===== src/rtl/morse_keyer.sv =====
// morse_keyer -- ASCII character to Morse dit/dah timing engine.
//
// Accepts one character per char_valid/char_ready handshake, looks up its
// Morse pattern and drives mutually exclusive dit/dah levels with standard
// unit timing: dit 1, dah 3, element gap 1, character gap 3 units.
// A space adds a further 4-unit gap (7 units after a character's 3-unit gap).
//
// Parameters:
//   UNIT_CYCLES  clock cycles per Morse unit (1 .. 2^CNT_W-1)
//   CNT_W        width of the cycle counter
//
// Ports:
//   clk           in   system clock
//   rst           in   synchronous active-high reset
//   char_data     in   [7:0] ASCII character, sampled only at transfer
//   char_valid    in   char_data valid
//   char_ready    out  keyer idle, accepts a character
//   dit           out  high for the duration of a dit element
//   dah           out  high for the duration of a dah element
//   busy          out  high whenever the FSM is not idle
//   char_invalid  out  one-cycle pulse when an unsupported character is taken
//
// Build option: define MORSE_PUNCT_EN to add . , ? / = to the table
// (patterns up to 6 elements). Without it those characters are invalid.
module morse_keyer #(
    parameter int UNIT_CYCLES = 3000000,
    parameter int CNT_W       = 22
) (
    input  logic       clk,
    input  logic       rst,
    input  logic [7:0] char_data,
    input  logic       char_valid,
    output logic       char_ready,
    output logic       dit,
    output logic       dah,
    output logic       busy,
    output logic       char_invalid
);

`ifdef MORSE_PUNCT_EN
    localparam int MAXL = 6;
`else
    localparam int MAXL = 5;
`endif

    localparam logic [2:0] S_IDLE     = 3'd0;
    localparam logic [2:0] S_MARK     = 3'd1;
    localparam logic [2:0] S_ELEM_GAP = 3'd2;
    localparam logic [2:0] S_CHAR_GAP = 3'd3;
    localparam logic [2:0] S_WORD_GAP = 3'd4;

    localparam logic [CNT_W-1:0] UNIT_LAST = CNT_W'(UNIT_CYCLES - 1);

    logic [2:0]       state_q, state_d;
    logic [CNT_W-1:0] cnt_q, cnt_d;
    logic [2:0]       unit_q, unit_d;
    logic [MAXL-1:0]  pat_q, pat_d;     // remaining elements, MSB = current
    logic [2:0]       rem_q, rem_d;     // elements left including current
    logic             ready_q, dit_q, dah_q, busy_q, inval_q;
    logic             inval_d;

    // ---------------- character lookup ----------------
    logic [7:0] up_char;
    logic [8:0] entry;      // {length, elements right-aligned, 1 = dah}
    logic       is_space;
    logic       xfer;

    always_comb begin
        up_char = char_data;
        if (char_data >= 8'h61 && char_data <= 8'h7a)
            up_char = char_data - 8'h20;
        is_space = (char_data == 8'h20);
        case (up_char)
            "A": entry = {3'd2, 6'b01};
            "B": entry = {3'd4, 6'b1000};
            "C": entry = {3'd4, 6'b1010};
            "D": entry = {3'd3, 6'b100};
            "E": entry = {3'd1, 6'b0};
            "F": entry = {3'd4, 6'b0010};
            "G": entry = {3'd3, 6'b110};
            "H": entry = {3'd4, 6'b0000};
            "I": entry = {3'd2, 6'b00};
            "J": entry = {3'd4, 6'b0111};
            "K": entry = {3'd3, 6'b101};
            "L": entry = {3'd4, 6'b0100};
            "M": entry = {3'd2, 6'b11};
            "N": entry = {3'd2, 6'b10};
            "O": entry = {3'd3, 6'b111};
            "P": entry = {3'd4, 6'b0110};
            "Q": entry = {3'd4, 6'b1101};
            "R": entry = {3'd3, 6'b010};
            "S": entry = {3'd3, 6'b000};
            "T": entry = {3'd1, 6'b1};
            "U": entry = {3'd3, 6'b001};
            "V": entry = {3'd4, 6'b0001};
            "W": entry = {3'd3, 6'b011};
            "X": entry = {3'd4, 6'b1001};
            "Y": entry = {3'd4, 6'b1011};
            "Z": entry = {3'd4, 6'b1100};
            "0": entry = {3'd5, 6'b11111};
            "1": entry = {3'd5, 6'b01111};
            "2": entry = {3'd5, 6'b00111};
            "3": entry = {3'd5, 6'b00011};
            "4": entry = {3'd5, 6'b00001};
            "5": entry = {3'd5, 6'b00000};
            "6": entry = {3'd5, 6'b10000};
            "7": entry = {3'd5, 6'b11000};
            "8": entry = {3'd5, 6'b11100};
            "9": entry = {3'd5, 6'b11110};
`ifdef MORSE_PUNCT_EN
            ".": entry = {3'd6, 6'b010101};
            ",": entry = {3'd6, 6'b110011};
            "?": entry = {3'd6, 6'b001100};
            "/": entry = {3'd5, 6'b10010};
            "=": entry = {3'd5, 6'b10001};
`endif
            default: entry = 9'd0;
        endcase
    end

    // ---------------- unit timing ----------------
    logic [2:0] unit_top;   // index of the last unit in the current state
    logic       unit_done;
    logic       state_done;

    always_comb begin
        case (state_q)
            S_MARK:     unit_top = pat_q[MAXL-1] ? 3'd2 : 3'd0;
            S_CHAR_GAP: unit_top = 3'd2;
            S_WORD_GAP: unit_top = 3'd3;
            default:    unit_top = 3'd0;
        endcase
    end

    assign unit_done  = (cnt_q == UNIT_LAST);
    assign state_done = unit_done && (unit_q == unit_top);
    // ready_q is only high in IDLE, so it doubles as the acceptance qualifier
    assign xfer       = char_valid && ready_q;

    // ---------------- next state ----------------
    always_comb begin
        state_d = state_q;
        pat_d   = pat_q;
        rem_d   = rem_q;
        inval_d = 1'b0;
        cnt_d   = unit_done ? '0 : cnt_q + CNT_W'(1);
        unit_d  = unit_done ? unit_q + 3'd1 : unit_q;

        case (state_q)
            S_IDLE: begin
                if (xfer) begin
                    if (entry[8:6] != 3'd0) begin
                        state_d = S_MARK;
                        // left-align the pattern so the MSB is the first element
                        pat_d   = MAXL'(entry[5:0] << (3'(MAXL) - entry[8:6]));
                        rem_d   = entry[8:6];
                    end else if (is_space) begin
                        state_d = S_WORD_GAP;
                    end else begin
                        inval_d = 1'b1;
                    end
                end
            end
            S_MARK: begin
                if (state_done) begin
                    if (rem_q > 3'd1) begin
                        state_d = S_ELEM_GAP;
                        pat_d   = {pat_q[MAXL-2:0], 1'b0};
                        rem_d   = rem_q - 3'd1;
                    end else begin
                        state_d = S_CHAR_GAP;
                    end
                end
            end
            S_ELEM_GAP: if (state_done) state_d = S_MARK;
            S_CHAR_GAP: if (state_done) state_d = S_IDLE;
            S_WORD_GAP: if (state_done) state_d = S_IDLE;
            default:    state_d = S_IDLE;
        endcase

        // both counters restart on every state entry; they idle at zero
        if (state_d != state_q || state_q == S_IDLE) begin
            cnt_d  = '0;
            unit_d = 3'd0;
        end
    end

    // ---------------- registers ----------------
    always_ff @(posedge clk) begin
        if (rst) begin
            state_q <= S_IDLE;
            cnt_q   <= '0;
            unit_q  <= 3'd0;
            pat_q   <= '0;
            rem_q   <= 3'd0;
            ready_q <= 1'b0;
            dit_q   <= 1'b0;
            dah_q   <= 1'b0;
            busy_q  <= 1'b0;
            inval_q <= 1'b0;
        end else begin
            state_q <= state_d;
            cnt_q   <= cnt_d;
            unit_q  <= unit_d;
            pat_q   <= pat_d;
            rem_q   <= rem_d;
            // outputs are decoded from the next state so they line up with it
            ready_q <= (state_d == S_IDLE);
            busy_q  <= (state_d != S_IDLE);
            dit_q   <= (state_d == S_MARK) && !pat_d[MAXL-1];
            dah_q   <= (state_d == S_MARK) &&  pat_d[MAXL-1];
            inval_q <= inval_d;
        end
    end

    assign char_ready   = ready_q;
    assign dit          = dit_q;
    assign dah          = dah_q;
    assign busy         = busy_q;
    assign char_invalid = inval_q;

endmodule

===== config.mk =====
export PLATFORM = sky130hd
export DESIGN_NAME = morse_keyer
export DESIGN_NICKNAME = d
export VERILOG_FILES = /design/src/rtl/morse_keyer.sv
export SDC_FILE = /design/constraint.sdc
export NUM_CORES = 1
export LEC_CHECK = 0
export CAP_MARGIN = 25
export CELL_PAD_IN_SITES_DETAIL_PLACEMENT = 1
export CELL_PAD_IN_SITES_GLOBAL_PLACEMENT = 1
export CORE_MARGIN = 4
export CORE_UTILIZATION = 40
export DETAILED_ROUTE_END_ITERATION = 10
export PLACE_DENSITY_LB_ADDON = 0.3
export SLEW_MARGIN = 20
export SYNTH_ARGS = -nofsm -noshare
export SYNTH_HDL_FRONTEND = slang
export SYNTH_SLANG_ARGS = --single-unit

===== constraint.sdc =====
create_clock -name clk -period 5.3 [get_ports clk]
set_input_delay 0.795 -clock clk [delete_from_list [all_inputs] [get_ports clk]]
set_output_delay 0.795 -clock clk [all_outputs]
set_load 0.01 [all_outputs]

==> summary.txt <==
Worst setup path
  – Worst reg-to-reg path cell count: 7
  – Worst Path Buf+Inv: 2
  – Flop-to-flop setup slack: 2600 ps
  – CP Capture Type: flop
  – Cell chain of the critical path: clkdlybuf4s50_1, inv_1, ha_1, nor2_1, a31oi_1, a31oi_1, o22ai_1, a221oi_1, or2_2, and4_1, and4b_1
  – CP Capture Point: dah
  – Crit Reg-Reg Startpoint: cnt_q[8]
  – WP data required: 5490 ps
  – Crit path depth: 11
  – CP Class: input pin to flop
  – CP Launch Point: char_data[1]
  – Worst stage delay on the critical path: approximately 770 ps
  – Most common cell on crit path: a31oi_1
  – Reg-to-Reg End: busy
  – Worst EP arrival: roughly 4200 ps
  – CP delay by family, top: compound AO/OA/AOI/OAI gates
  – Startpoint Class: input pin
  – CP Max Fanout: 14
  – Crit path max-delay cell type: clkdlybuf4s50_1

Final layout
  – Diode count: 0
  – Non-Filler Instances: 432
  – Layout cell share with drive strength beyond 1: 8.169%
  – Final Instance Area: approximately 0.0030 mm^2
  – Commonest cells after routing, fill and taps aside: nor2_1, dfxtp_1, nand2_1
  – Final net count: approximately 380
  – Filler instances: 792
  – Area Overhead vs Synth: 11.78%
  – Fin util: 47.07%
  – Commonest non-fill, non-tap cell in the layout: nor2_1

Clocking
  – Setup repair bufs after CTS: 0
  – Post-CTS Resized: 0
  – Cts bufs inserted: 5
  – Hold-fix buffers, CTS: 0
  – Worst-Skew Late Latency: 300 ps
  – CTS tree: built
  – CTS max path bufs: 2
  – Sink Count: 41
  – Clock root cell: clkbuf_8
  – H-tree Lvls: 2
  – Clk slew on worst S/H paths: 80 ps

STA
  – Least-Margin Pin Slew: 807.0 ps
  – Fin crit period: 3994 ps
  – Hold WS: 467.3 ps
  – Fin Clk Skew: 7.961 ps
  – Fin. max-slew vios: 0
  – Setup tns final: 0 ps
  – Final Worst Setup Slack: 1306 ps
  – FMAX: 250.3 MHz
  – RSZ-0062 raised after global routing: no
  – Final Hold Viols: 0
  – Rel. slew slack: 46.03%
  – Period utilisation layout: 75.37%
  – # setup viols final: 0

Run status
  – Status: finished clean

Die
  – Number of core rows: 29
  – Die Wd: 90.47 um
  – Die Y: 90.47 um
  – Core area: ~0.0065 mm^2
  – Initial Utilization: 42.12%
  – # IOs: 16
  – Die ar.: 0.008184 mm^2

Place
  – Place WS: 999.1 ps
  – IO buf count: 15
  – Dpl cells: 424
  – Cell area after placement: 0.002920 mm^2
  – Dpl hpwl: 5.323 mm
  – Gpl congestion: 0.8697

Drt
  – Final antenna-violating net count: 0
  – 1st-iter DRT viols: 127
  – Avg WL per Cell: 16.40 um
  – DRC: 0
  – Vias/cell: 5.796
  – WL final: 7.084 mm
  – Total number of vias: 2504
  – Initial DRT Pass Iterations: 4

Yosys
  – Mean Syn Cell Area: 7.930 um^2
  – Unique masters post-synth: 59
  – Main synth FF type: dfxtp_1
  – Synth Cell Area: approximately 0.0027 mm^2
  – Ys Warns: 0
  – Post-Synthesis Cells: 343
  – Syn nets: 365
  – Post-synth ARST share: 0%
  – Yosys reg bits: 41
  – Yosys top cell area share: 30.17%
  – Synth top area cells: dfxtp_1, nor2_1, xor2_1, ha_1, o21ai_0
  – Register area share after synthesis: 30.17%
  – Post-synth EDFFs: 0
  – Leading area contributor after synthesis: dfxtp_1

Job
  – Maxcap violations: 0

GRT
  – First-pass GRT wire length: about 12 mm
  – Largest net degree at the start of global routing: 26
  – Initial antenna violation count: 0
  – Global Route Usage Sum: 17.12%
  – Vias in the first global route: 2370
  – Grt total ovfl: 0

Hold path
  – Hold Crit Class: flop to flop

Pwr
  – Power density cells: 222.6 mW/mm^2
  – Maximum vdd drop: between 100 and 150 uV
  – Leakage: 1.032 nW
  – PnR Total Power: 676.7 uW
## registers in the layout (all words and copies together) (netlist names)
register	count
busy	1
char_invalid	1
char_ready	1
cnt_q	22
dah	1
dit	1
pat_q	5
rem_q	3
state_q	3
unit_q	3
## final cells by class
class / count / area (um^2) / area share, %
clock inverter: 2 / 37.54 / 1.235
multi-input combinational: 277 / 1797 / 59.09
clock buffer: 6 / 82.58 / 2.716
inverter: 13 / 48.80 / 1.605
sequential: 41 / 820.8 / 27.00
tap: 77 / 96.34 / 3.169
timing repair buffer: 16 / 157.7 / 5.185
## logic make-up after synthesis
group                      synth area share [%]
muxes                                     1.104
adders and majority gates                 5.060
buffers and inverters                     3.772
and+or+nand+nor                           29.81
DFF                                       30.17
AOI/OAI and AO/OA                         22.36
xor gates and xnor gates                  7.728
## Yosys cell counts (9+ instances only)
cell / number
nor2_1: 55
dfxtp_1: 41
nand2_1: 23
o21ai_0: 18
xor2_1: 17
a21oi_1: 14
inv_1: 12
nand3_1: 12
ha_1: 11
a31oi_1: 10
nor3_1: 10
and3_1: 9
nand4_1: 9
## power breakdown
part	switching (mW)	internal (mW)	total [mW]
sequential	0.00201	0.310	0.312
combinational	0.0585	0.0387	0.0972
clock	0.114	0.153	0.267
total	0.175	0.502	0.677
## worst register-to-register path: stages, from the launching register on
cell	delay [ps]
dfxtp_1	380
nor4b_2	310
nand4_1	250
or4_4	590
or4b_1	530
a21o_1	230
and2_4	180
a41oi_2	170
## worst min-delay path by stage
stage / startpoint / endpoint / slack [ps] / depth (start not counted)
finish: pat_q[1] / pat_q[1] / 470 / 2
global placement: cnt_q[0] / cnt_q[0] / 440 / 1
floorplan: cnt_q[0] / cnt_q[0] / 430 / 1
detailed placement: pat_q[1] / pat_q[1] / 460 / 2
global route: pat_q[1] / pat_q[1] / 490 / 2
CTS: pat_q[1] / pat_q[1] / 470 / 2
## layer usage
metal | up-vias | GRT usage (%) | wire [um] | share of wire [%]
met4 | 0 | 3.827 | 29 | 0.41
met3 | 2 | 4.250 | 242 | 3.4
li1 | 1260 | - | - | -
met5 | - | 0 | 0 | 0
met1 | 1204 | 24.11 | 3615 | 51
met2 | 38 | 26.25 | 3196 | 45
(Power assumes the default switching activity.)
